File: src/rtl/flex_round_counter.sv
// Round sequencer for the cipher datapath: latches a round count at start, steps up
// (encrypt) or down (decrypt) once per enabled cycle, flags first/last round and signals
// completion with a one-cycle done pulse plus a sticky rollover flag.
// Optional feature macro: ROUND_CNT_ERR_EN. When defined, an out-of-range rollover_val
// rejects the start and raises sticky cfg_err. When undefined, rollover_val is clamped
// to MAX_ROUNDS.
module flex_round_counter #(
  parameter int unsigned WIDTH      = 4,
  parameter int unsigned MAX_ROUNDS = 14
) (
  input  logic             clk,
  input  logic             rst,
  input  logic             clear,
  input  logic             start,
  input  logic             dir,
  input  logic [WIDTH-1:0] rollover_val,
  input  logic             count_enable,
  output logic [WIDTH-1:0] round_count,
  output logic             first_round,
  output logic             last_round,
  output logic             busy,
  output logic             done,
  output logic             cnt_rollover
`ifdef ROUND_CNT_ERR_EN
  ,
  output logic             cfg_err
`endif
);

  localparam logic [WIDTH-1:0] MaxRv = WIDTH'(MAX_ROUNDS);

  typedef enum logic [1:0] {StIdle, StRun, StDone} state_e;

  state_e           state_q, state_d;
  logic [WIDTH-1:0] count_q, count_d;
  logic [WIDTH-1:0] rv_q, rv_d;
  logic             dir_q, dir_d;
  logic             roll_q, roll_d;

  logic             rv_too_big;
  logic             reject;
  logic [WIDTH-1:0] rv_clamped;
  logic [WIDTH-1:0] start_val;
  logic [WIDTH-1:0] term_val;
  logic             at_terminal;

  assign rv_too_big = rollover_val > MaxRv;
  assign rv_clamped = rv_too_big ? MaxRv : rollover_val;

`ifdef ROUND_CNT_ERR_EN
  assign reject = rv_too_big;
`else
  assign reject = 1'b0;
`endif

  // Start and terminal values depend on the direction latched for this sequence.
  assign start_val   = dir_q ? rv_q : '0;
  assign term_val    = dir_q ? '0 : rv_q;
  assign at_terminal = (count_q == term_val);

  // Next-state logic: clear overrides everything; start is only honoured in idle.
  always_comb begin
    state_d = state_q;
    count_d = count_q;
    rv_d    = rv_q;
    dir_d   = dir_q;
    roll_d  = roll_q;
    if (clear) begin
      state_d = StIdle;
      count_d = '0;
      roll_d  = 1'b0;
    end else begin
      case (state_q)
        StIdle: begin
          if (start && !reject) begin
            rv_d    = rv_clamped;
            dir_d   = dir;
            count_d = dir ? rv_clamped : '0;
            roll_d  = 1'b0;
            state_d = StRun;
          end
        end
        StRun: begin
          if (count_enable) begin
            // Terminal is checked before stepping, so the count never wraps.
            if (at_terminal) begin
              state_d = StDone;
              roll_d  = 1'b1;
            end else if (dir_q) begin
              count_d = count_q - 1'b1;
            end else begin
              count_d = count_q + 1'b1;
            end
          end
        end
        StDone: begin
          state_d = StIdle;
          count_d = '0;
        end
        default: begin
          state_d = StIdle;
          count_d = '0;
        end
      endcase
    end
  end

  // State registers with asynchronous reset.
  always_ff @(posedge clk or posedge rst) begin
    if (rst) begin
      state_q <= StIdle;
      count_q <= '0;
      rv_q    <= '0;
      dir_q   <= 1'b0;
      roll_q  <= 1'b0;
    end else begin
      state_q <= state_d;
      count_q <= count_d;
      rv_q    <= rv_d;
      dir_q   <= dir_d;
      roll_q  <= roll_d;
    end
  end

`ifdef ROUND_CNT_ERR_EN
  logic err_q, err_d;

  // Sticky config error: set by a rejected start, cleared by clear or a legal start.
  always_comb begin
    err_d = err_q;
    if (clear) begin
      err_d = 1'b0;
    end else if ((state_q == StIdle) && start) begin
      err_d = reject;
    end
  end

  // Config error register.
  always_ff @(posedge clk or posedge rst) begin
    if (rst) begin
      err_q <= 1'b0;
    end else begin
      err_q <= err_d;
    end
  end

  assign cfg_err = err_q;
`endif

  assign round_count  = count_q;
  assign first_round  = (state_q == StRun) && (count_q == start_val);
  assign last_round   = (state_q == StRun) && at_terminal;
  assign busy         = (state_q == StRun) || (state_q == StDone);
  assign done         = (state_q == StDone);
  assign cnt_rollover = roll_q;

endmodule

File: config.mk
export PLATFORM = sky130hd
export DESIGN_NAME = flex_round_counter
export DESIGN_NICKNAME = d
export VERILOG_FILES = /design/src/rtl/flex_round_counter.sv
export SDC_FILE = /design/constraint.sdc
export NUM_CORES = 1
export LEC_CHECK = 0
export ABC_AREA = 1
export ABC_CLOCK_PERIOD_IN_PS = 1700
export CAP_MARGIN = 25
export CORE_ASPECT_RATIO = 1.25
export CORE_UTILIZATION = 49
export CTS_CLUSTER_SIZE = 30
export DETAILED_ROUTE_END_ITERATION = 10
export GPL_TIMING_DRIVEN = 0
export PLACE_DENSITY_LB_ADDON = 0.05
export SETUP_SLACK_MARGIN = 0.02
export SLEW_MARGIN = 25
export SYNTH_ARGS = -nofsm -noshare
export SYNTH_HDL_FRONTEND = slang
export SYNTH_SLANG_ARGS = --single-unit
File: constraint.sdc
create_clock -name clk -period 1.7 [get_ports clk]
set_input_delay 0.255 -clock clk [delete_from_list [all_inputs] [get_ports clk]]
set_output_delay 0.255 -clock clk [all_outputs]
set_load 0.1 [all_outputs]
After elaboration in Yosys (flattened, before gate mapping)
Index checks and enable logic that the tools add are counted.
{"block": "totals", "register_bits": 12, "inputBits": 10, "output_inout_bits": 9, "elab_cells": 46}
{"block": "op_classes", "addsub": 2, "magnitude_cmp": 1, "eq_ne": 8, "muxes": 20, "n_bitwise": 1, "reduce_logical": 9}
{"op": "$mux W4", "n": 9}
{"op": "$ne A3 B3 Y1 const B", "n": 4}
{"op": "$reduce_and A3 Y1", "n": 3}
{"op": "$eq A4 B4 Y1", "n": 2}
{"op": "$mux W2", "n": 4}
{"op": "$pmux W4 S2", "n": 1}
{"op": "$add A4 B1 Y4 const B", "n": 1}
{"op": "$gt A4 B4 Y1 const B", "n": 1}
{"op": "$mux W1", "n": 4}
{"op": "$pmux W2 S2", "n": 1}
{"op": "$reduce_and A4 Y1", "n": 1}
{"op": "$sub A4 B1 Y4 const B", "n": 1}
{"op": "$reduce_bool A3 Y1", "n": 1}
{"op": "$eq A2 B1 Y1 const B", "n": 1}
{"op": "$eq A2 B2 Y1 const B", "n": 1}
{"op": "$logic_and A1 B1 Y1", "n": 2}
{"op": "$logic_not A2 Y1", "n": 1}
{"op": "$pmux W1 S2", "n": 1}
{"op": "$logic_or A1 B1 Y1", "n": 1}
{"op": "$not A1 Y1", "n": 1}

Depth between registers and ports, before layout
Gate-level depths: netlist of the first run.
{"block": "logic_depth", "word_depth": 6, "ltp_mapped": 11, "depth_no_buf": 10}

Least setup slack after synthesis of the first run
Ideal clock, no wire load.
{"block": "synth_timing", "path_type": "register -> output", "startpoint": "reg count_q[0] (netlist: round_count[0])", "endpoint": "out last_round", "arrival_ps": 2831, "setup_slack_ps": -1386, "stages_incl_launch_ff": 7, "cell_sequence": "dfrtp_1 > inv_1 > nand3_1 > nand2_1 > nor2_2 > nand2_1 > nor2_1"}
{"block": "synth_via", "elab_chain_len": 2}
{"item": "from (decl)", "line_no": "35", "source": "logic [WIDTH-1:0] count_q, count_d;"}
{"item": "from (signal assigned)", "line_no": "118", "source": "count_q <= count_d;"}
{"item": "$eq A4 B4 Y1", "line_no": "59", "source": "assign at_terminal = (count_q == term_val);"}
{"item": "$logic_and A1 B1 Y1", "line_no": "152", "source": "assign last_round = (state_q == StRun) && at_terminal;"}
{"item": "to (decl)", "line_no": "20", "source": "output logic last_round,"}
Every way passes these cells.

Worst setup path in the final report of the first run
{"block": "layout_timing", "startpoint": "reg state_q[1]", "endpoint": "out first_round"}
{"block": "layout_via", "elab_chain_len": 2}
{"item": "from (decl)", "line_no": "34", "source": "state_e state_q, state_d;"}
{"item": "from (signal assigned)", "line_no": "111", "source": "state_q <= StIdle;"}
{"item": "from (signal assigned)", "line_no": "117", "source": "state_q <= state_d;"}
{"item": "$eq A2 B1 Y1", "line_no": "151", "source": "assign first_round = (state_q == StRun) && (count_q == start_val);"}
{"item": "$logic_and A1 B1 Y1", "line_no": "151"}
{"item": "to (decl)", "line_no": "19", "source": "output logic first_round,"}
Every way passes these cells.

==> results of run 1 <==
==> synth_stat cells (all sizes together) <==
cell	n	area share (%)
xor2	3	2.9
inv	17	7.9
o21ai	10	5.5
buf	1	1.2
nand4	1	0.69
a21oi	5	2.8
nand3	12	6.6
nor2	11	5.9
fa	1	2.2
a31oi	1	0.69
xnor2	2	1.9
nand3b	2	1.7
dfrtp	12	33
o22ai	2	1.4
ha	6	8.3
nand2	41	17
==> registers in the layout, summed over array words and instances, names as in the netlist <==
name          flops
state_q           2
round_count       4
dir_q             1
rv_q              4
cnt_rollover      1
==> cell usage in the layout (no fill, tap or decap) <==
cell              n
nand2_1          30
nand3_1          11
inv_1            10
nand2_2           9
clkdlybuf4s50_1   9
buf_4             9
dfrtp_1           7
a21oi_1           5
inv_2             5
o21ai_0           5
clkdlybuf4s15_2   5
nor2_2            4
nor2_1            4
o21ai_1           4
clkbuf_4          4
dfrtp_4           4
nor2_4            3
xor2_1            3
ha_4              3
ha_1              3
buf_12            3
nand3b_1          2
inv_4             2
o22ai_2           2
nand2_4           2
buf_6             1
inv_8             1
nand3_4           1
xnor2_1           1
o21ai_2           1
xnor2_2           1
a31oi_4           1
nand4_1           1
fa_1              1
clkbuf_8          1
dfrtp_2           1
==> per-stage QoR <==
step	setup slack [ps]	instance area [µm²]	hold slack (ps)	instances	setup TNS [ps]
after detailed placement	-924	1140	461	164	-3110
after global routing	-246	1420	344	178	-550
final	-171	1420	271	178	-318
after global placement	-905	1140	468	164	-3000
after floorplan	-131	940	120	127	-259
after CTS	-124	1340	288	180	-241
==> per-layer routing <==
layer	vias up	GRT usage (%)
li1	476	-
met1	472	37.2
met2	47	49.7
met3	13	4.50
met4	0	17.2
met5	-	0
==> kinds of logic after synthesis <==
group           synth area share [%]
buf+inv                         9.10
compound gates                  10.3
simple gates                    32.1
fa+ha+maj                       10.5
flops                           33.1
xor+xnor                        4.83
==> layout make-up <==
cell class	count	area [µm²]	area share, %
multi-input combinational	97	668	47.1
sequential	12	317	22.3
timing repair buffer	27	282	19.9
inverter	17	73.8	5.21
clock buffer	4	36.3	2.56
tap	19	23.8	1.68
buffer	1	11.3	0.794
timing repair inverter	1	6.26	0.441
==> worst max-delay path, cell delays in order, from the launching register on <==
cell	delay, ps
dfrtp_1	400
inv_2	100
ha_4	160
inv_4	60
a31oi_4	140
nand3_1	140
nor2_4	150
buf_12	180
==> worst max-delay path by stage <==
| stage | startpoint | end | cells after the start |
|---|---|---|---|
| floorplan | round_count[0] | first_round | 5 |
| global placement | state_q[1] | first_round | 7 |
| detailed placement | state_q[1] | first_round | 7 |
| CTS | state_q[1] | first_round | 7 |
| global route | dir_q | last_round | 9 |
| finish | state_q[1] | first_round | 7 |
==> timing repair <==
item,in CTS,in global routing
hold buffers,0,0
setup buffers,12,4
endpoints found under the setup margin,15,11
resized for setup,56,22
cloned,1,0
pin swaps,12,8
endpoints found under the hold margin,0,0
==> metrics.md, run 1 <==
| Metric | Value |
|---|---|
| Max Root-Sink Buffers | 2 |
| First-pass GRT wire length | between 4 and 5 mm |
| Initial Utilization | ~52% |
| Area Overhead vs Synth | 56.3% |
| Cts bufs inserted | 3 |
| Average size of a mapped cell | 7.14 µm² |
| Top layer in use | met4 |
| Seq cells post-synth | 12 |
| DP Wirelength | 1.63 mm |
| Reg clk slew, reported paths | roughly 80 ps |
| Violated checks | negative setup slack |
| Post-Syn Instances | about 130 |
| Crit Path Category | reg2out |
| HP Class | in2async |
| Final Max Tran Viols | 0 |
| CP Max Fanout | 4 |
| Post-route antenna net violation count | 0 |
| Reg2Reg Capture Point | round_count[3] |
| Drt pass-1 iters | 4 |
| Crit path capture type | output pin |
| Row count | 17 |
| Post-Route M1 WL | roughly 980 µm |
| Hold Vio Cnt, Final | 0 |
| R2R cell count | 10 |
| H-tree depth | 1 |
| Initial DRC Count | 16 |
| Die X | slightly above 40 µm |
| Ant. Diodes | 0 |
| Pin count of the biggest net entering global routing | 13 |
| Vias in the first global route | between 1000 and 1500 |
| Routability congestion estimate from global placement | ~0.85 |
| Clk_lat worst skew | 280 ps |
| CTS root buf | clkbuf_4 |
| Die area | between 2000 and 2500 µm² |
| Vias | 1008 |
| Clock Skew | between 1.5 and 2 ps |
| CP startpoint kind | register |
| Die Ht | 50.1 µm |
| Seq/Total Area, Yosys | ~33% |
| Status | finished with violations |
| FF-to-FF Start | state_q[1] |
| Final worst slack | -171 ps |
| Worst endpoint required time | 1440 ps |
| Core ar. | around 1700 µm² |
| RSZ-0062 raised after global routing | yes |
| Layout net count | around 180 |
| Met3 WL post-DR | 121 µm |
| Worst slew pin tran | roughly 560 ps |
| Layout cell share with drive strength beyond 1 | between 30% and 40% |
| CTS tree | built |
| GRT overflow | 0 |
| Met2 routed WL | ~1.4 mm |
| Synthesized cell area | about 900 µm² |
| Fmax | ~530 MHz |
| Min cycle time layout | 1870 ps |
| Aggregate routed wire length | ~2.6 mm |
| Synth unique cells | 22 |
| Final period util | 110% |
| Antenna violations before repair | 0 |
| WL per Instance | about 14 µm |
| Final Core Density | 81.3% |
| Final setup vio count | 2 |
| Fillcell total | around 110 |
| Syn Nets | between 100 and 150 |
| Register-to-Register Setup Slack | ~70 ps |
| Worst rel slew slack | a little over three fifths |
| IO Pins | 19 |
| Drc violations | 0 |
| Max Cap Viol | 0 |
| Buffers on Ports | 18 |
| Vias per inst | 5.66 |
| CTS sink cnt | 12 |
| WP data arrival | between 1500 and 2000 ps |
| GRT Util Overall | between 30% and 40% |
| Synth warn | 0 |
Power of run 1 is not shown: default switching activity piles up to over one toggle a cycle in this logic, so the estimate is an artifact.
==> run 2: changes to the inputs <==
--- a/config.mk
+++ b/config.mk
@@ -6,14 +6,14 @@
 export NUM_CORES = 1
 export LEC_CHECK = 0
 export ABC_AREA = 1
-export ABC_CLOCK_PERIOD_IN_PS = 1700
+export ABC_CLOCK_PERIOD_IN_PS = 1800
 export CAP_MARGIN = 25
 export CORE_ASPECT_RATIO = 1.25
 export CORE_UTILIZATION = 49
 export CTS_CLUSTER_SIZE = 30
 export DETAILED_ROUTE_END_ITERATION = 10
 export GPL_TIMING_DRIVEN = 0
-export PLACE_DENSITY_LB_ADDON = 0.05
+export PLACE_DENSITY = 0.77
 export SETUP_SLACK_MARGIN = 0.02
 export SLEW_MARGIN = 25
 export SYNTH_ARGS = -nofsm -noshare
==> constraint.sdc (replaced) <==
create_clock -name clk -period 1.8 [get_ports clk]
set_input_delay 0.27 -clock clk [delete_from_list [all_inputs] [get_ports clk]]
set_output_delay 0.27 -clock clk [all_outputs]
set_load 0.1 [all_outputs]
==> metrics.md, run 2 (synthesized netlist as in run 1, its figures left out) <==
| Metric | Value |
|---|---|
| Status | finished with violations |
| Violated checks | negative setup slack |
| Reg clk slew, reported paths | 70 ps (about the same) |
| Worst rel slew slack | 35.4% (-28 points) |
| Die Ht | 50.1 µm (unchanged) |
| Commonest non-fill, non-tap cell in the layout | nand2_1 |
| Max Root-Sink Buffers | 2 (unchanged) |
| Min cycle time layout | 1890 ps |
| Die area | 2030 µm² (unchanged) |
| Clk_lat worst skew | 270 ps (about the same) |
| Final worst slack | -89.2 ps (+81.6 ps) |
| Ant. Diodes | 0 (unchanged) |
| First-pass GRT wire length | 3.78 mm (-13%) |
| CTS sink cnt | 12 (unchanged) |
| Hold Vio Cnt, Final | 0 (unchanged) |
| Fillcell total | 144 (+29%) |
| IO Pins | 19 (unchanged) |
| Die X | 40.5 µm (unchanged) |
| Core ar. | 1740 µm² (unchanged) |
| Crit path capture type | output pin |
| CTS tree | built |
| DP Wirelength | 1.65 mm (+1.2%) |
| Row count | 17 (unchanged) |
| Max Cap Viol | 0 (unchanged) |
| Vias | 962 (-4.6%) |
| Post-route antenna net violation count | 0 (unchanged) |
| Vias in the first global route | 889 (-15%) |
| Cts bufs inserted | 3 (unchanged) |
| Crit Path Category | reg2out |
| CP Max Fanout | 7 (+3) |
| Drc violations | 0 (unchanged) |
| Final setup vio count | 2 (unchanged) |
| Buffers on Ports | 18 (unchanged) |
| Area Overhead vs Synth | 50.2% |
| Final period util | 105% |
| CTS root buf | clkbuf_4 |
| Final Core Density | 78.1% (-3.2 points) |
| Routability congestion estimate from global placement | 0.801 (-6.3%) |
| Fmax | approximately 530 MHz |
| GRT Util Overall | 27.0% (-3.9 points) |
| HP Class | in2async |
| Vias per inst | 5.34 (-5.6%) |
| Clock Skew | 5.44 ps (+3.89 ps) |
| WP data arrival | 1620 ps (about the same) |
| Worst endpoint required time | 1530 ps (+90 ps) |
| Worst slew pin tran | 972 ps (+417 ps) |
| CP startpoint kind | register |
| Layout net count | 180 (+1.7%) |
| H-tree depth | 1 (unchanged) |
| Final Max Tran Viols | 0 (unchanged) |
| Pin count of the biggest net entering global routing | 13 (unchanged) |
| Drt pass-1 iters | 4 (unchanged) |
| Initial Utilization | 52.0% (unchanged) |
| WL per Instance | 13.6 µm (-5.9%) |
| Antenna violations before repair | 0 (unchanged) |
| GRT overflow | 0 (unchanged) |
| RSZ-0062 raised after global routing | yes |
| Commonest cells after routing, fill and taps aside | 30 x nand2_1, 12 x inv_1, 12 x buf_4, 11 x nand3_1, 10 x nand2_2 |
| Initial DRC Count | 14 (-2) |
| Aggregate routed wire length | 2.44 mm (-4.8%) |
| Layout cell share with drive strength beyond 1 | 34.8% (-4.8 points) |
run 2: worst max-delay path, cell delays in order (launching register included):
cell	delay (ps)
dfrtp_1	400
buf_6	150
inv_8	70
nand2_1	50
nand2_1	70
nand2_2	60
nor2_4	130
nand2_2	90
nor2_4	140
buf_12	180
run 2: area by class of cell:
cell class,count,area [µm²],share of cell area (%)
multi-input cells,97,618,45.4
plain buffers,1,11.3,0.826
well taps,19,23.8,1.74
repair inverters,1,6.26,0.459
clock buffers,3,22.5,1.65
repair buffers,30,288,21.1
inverters,17,76.3,5.60
flip-flops and latches,12,317,23.2
run 2: repair_timing:
item / 4_1_cts / 5_1_grt
pin swaps: 6 / 8
cloned: 1 / 0
resized for setup: 46 / 22
setup buffers: 6 / 6
setup endpoints to repair: 9 / 10
hold buffers: 0 / 0
run 2: final timing paths:
check | start | end | slack, ps | cells after the start
worst max-delay path | dir_q | last_round | -90 | 9
worst min-delay path | rst | round_count[0] | 300 | 2
worst max register to register | dir_q | state_q[1] | 30 | 13
worst min register to register | cnt_rollover | cnt_rollover | 510 | 2
max in group asynchronous | rst | round_count[3] | 1140 | 2
min in group clk | cnt_rollover | cnt_rollover | 510 | 2
run 2: stage by stage:
step / hold slack, ps / cells / instance area [µm²] / setup slack [ps] / TNS [ps]
after floorplan: 135 / 127 / 940 / -46.2 / -89.0
after global placement: 457 / 164 / 1140 / -815 / -2310
after detailed placement: 493 / 164 / 1140 / -872 / -2430
after CTS: 317 / 174 / 1250 / -202 / -220
after global routing: 369 / 180 / 1360 / -137 / -317
final: 298 / 180 / 1360 / -89.2 / -123
run 2: layer usage:
layer	vias to the layer above	share of wire, %	GRT usage [%]
met5	-	0	0
met4	0	3.2	11.7
met3	9	3.0	2.70
met2	30	54	45.0
met1	442	40	33.3
li1	481	-	-
Power of run 2 is left out for the same reason.
==> run 3: changes to the inputs <==
--- a/config.mk
+++ b/config.mk
@@ -15,7 +15,7 @@
 export GPL_TIMING_DRIVEN = 0
 export PLACE_DENSITY = 0.77
 export SETUP_SLACK_MARGIN = 0.02
-export SLEW_MARGIN = 25
+export SLEW_MARGIN = 40
 export SYNTH_ARGS = -nofsm -noshare
 export SYNTH_HDL_FRONTEND = slang
 export SYNTH_SLANG_ARGS = --single-unit
==> metrics.md, run 3 (synthesized netlist as in run 1, its figures left out) <==
| Metric | Value |
|---|---|
| Status | finished with violations |
| Violated checks | negative setup slack |
| CP Max Fanout | 6 (-1) |
| First-pass GRT wire length | 3.76 mm (-0.56%) |
| Post-Route M1 WL | 889 µm (-8.3%) |
| Vias | 930 (-3.3%) |
| Buffers on Ports | 18 (unchanged) |
| H-tree depth | 1 (unchanged) |
| Top layer in use | met4 |
| Vias in the first global route | 894 (+0.56%) |
| CP startpoint kind | register |
| Max incr delay on CP | 390 ps (about the same) |
| Min cycle time layout | 1850 ps (-39.7 ps) |
| Initial DRC Count | 17 (+3) |
| Final period util | 103% (-2.2 points) |
| Die area | 2030 µm² (unchanged) |
| Aggregate routed wire length | 2.17 mm (-11%) |
| CTS root buf | clkbuf_4 |
| Crit path capture type | output pin |
| Slowest cell on the critical path | dfrtp_1 |
| WL per Instance | 12.5 µm (-7.7%) |
| Commonest cells after routing, fill and taps aside | 33 x nand2_1, 12 x inv_1, 11 x nand3_1, 9 x clkdlybuf4s50_1, 8 x nand2_2 |
| Drt pass-1 iters | 4 (unchanged) |
| Critical Path Most Common Cell | nand2_2 |
| Routability congestion estimate from global placement | 0.801 (unchanged) |
| IO Pins | 19 (unchanged) |
| Cts bufs inserted | 3 (unchanged) |
| Fmax | 541 MHz (+2.1%) |
| Met2 routed WL | 1.12 mm (-15%) |
| Worst endpoint required time | 1530 ps (about the same) |
| Hold Vio Cnt, Final | 0 (unchanged) |
| Drc violations | 0 (unchanged) |
| WP data arrival | 1580 ps (-40 ps) |
| Core ar. | 1740 µm² (unchanged) |
| GRT Util Overall | 27.0% (-0.063 points) |
| CTS sink cnt | 12 (unchanged) |
| Fin area | 1260 µm² (-7.2%) |
| HP Class | in2async |
| Reg clk slew, reported paths | 70 ps (about the same) |
| Vias per inst | 5.38 (+0.59%) |
| Worst rel slew slack | 67.7% (+32 points) |
| Die X | 40.5 µm (unchanged) |
| Clock Skew | 5.88 ps (+0.440 ps) |
| Met3 WL post-DR | 78 µm (+5.4%) |
| Max Root-Sink Buffers | 2 (unchanged) |
| Placed Area | 1100 µm² (-3.9%) |
| CTS tree | built |
| Layout cell share with drive strength beyond 1 | 30.5% (-4.3 points) |
| GRT overflow | 0 (unchanged) |
| Worst slew pin tran | 488 ps (-485 ps) |
| DP Wirelength | 1.62 mm (-1.6%) |
| Final Max Tran Viols | 0 (unchanged) |
| Row count | 17 (unchanged) |
| Ant. Diodes | 0 (unchanged) |
| RSZ-0062 raised after global routing | yes |
| Post-route antenna net violation count | 0 (unchanged) |
| Crit Path Category | reg2out |
| Layout net count | 173 (-3.9%) |
| Area Overhead vs Synth | 39.4% |
| Die Ht | 50.1 µm (unchanged) |
| Commonest non-fill, non-tap cell in the layout | nand2_1 |
| Pin count of the biggest net entering global routing | 13 (unchanged) |
| Total Negative Setup Slacks | -62.0 ps (+60.7 ps) |
| Initial Utilization | 52.0% (unchanged) |
| Clk_lat worst skew | 280 ps (about the same) |
| Final worst slack | -49.5 ps (+39.7 ps) |
| Worst path cell trace | buf_6 -> inv_8 -> nand2_2 -> nand2_2 -> nand2_2 -> nor2_4 -> nand2_2 -> nor2_4 -> buf_12 |
| Final setup vio count | 2 (unchanged) |
| Max Cap Viol | 0 (unchanged) |
| Hold Buf Count CTS | 0 (unchanged) |
| Antenna violations before repair | 0 (unchanged) |
-- run 3: cell count changes in the layout (fill, tap and decap cells not counted), sizes merged --
cell and delta:
buf -1, clkbuf -1, clkdlybuf4s15 -5
-- run 3: timing repair --
| item | 4_1_cts | 5_1_grt |
|---|---|---|
| gates cloned | 1 | 0 |
| resized for setup | 23 | 6 |
| pin swaps | 8 | 1 |
| setup buffers | 5 | 0 |
| setup endpoints to repair | 2 | 9 |
-- run 3: path summary, 6_finish.rpt --
| path | from | endpoint | slack [ps] | depth (start not counted) |
|---|---|---|---|---|
| setup reg to reg | state_q[1] | round_count[1] | 210 | 10 |
| setup / recovery | dir_q | last_round | -50 | 9 |
| min in group clk | cnt_rollover | cnt_rollover | 480 | 2 |
| max in group asynchronous | rst | round_count[2] | 1140 | 2 |
| hold / removal | rst | round_count[0] | 300 | 2 |
| hold reg to reg | cnt_rollover | cnt_rollover | 480 | 2 |
-- run 3: metrics by stage --
| step | hold slack [ps] | setup WS, ps | std cells | util (%) |
|---|---|---|---|---|
| 2_1_floorplan | 135 | -46.2 | 127 | - |
| 3_3_place_gp | 457 | -815 | 164 | 65.6 |
| 3_5_place_dp | 462 | -188 | 164 | 63.0 |
| 4_1_cts | 315 | -30.8 | 173 | 71.8 |
| 5_1_grt | 366 | -109 | 173 | 72.5 |
| 6_report | 295 | -49.5 | 173 | 72.5 |
-- run 3: routing by layer --
metal  vias to the layer above  global-route usage, %
li1                        464                      -
met1                       429                   33.1
met2                        26                   42.6
met3                        11                   4.95
met4                         0                   13.9
met5                         -                      0
-- run 3: area by class of cell --
cell class,instances,area [µm²]
timing repair inverter,1,6.26
buffer,1,11.3
sequential,12,317
clock buffer,3,22.5
tap,19,23.8
inverter,17,76.3
fill,155,479
multi-input combinational,97,606
timing repair buffer,23,203
-- run 3: critical path, delay by kind of cell, from the launching register on --
family | cells | cell delay (ps)
simple gates | 6 | 510
flops | 1 | 390
buf+inv | 3 | 390
Power of run 3 is left out for the same reason.
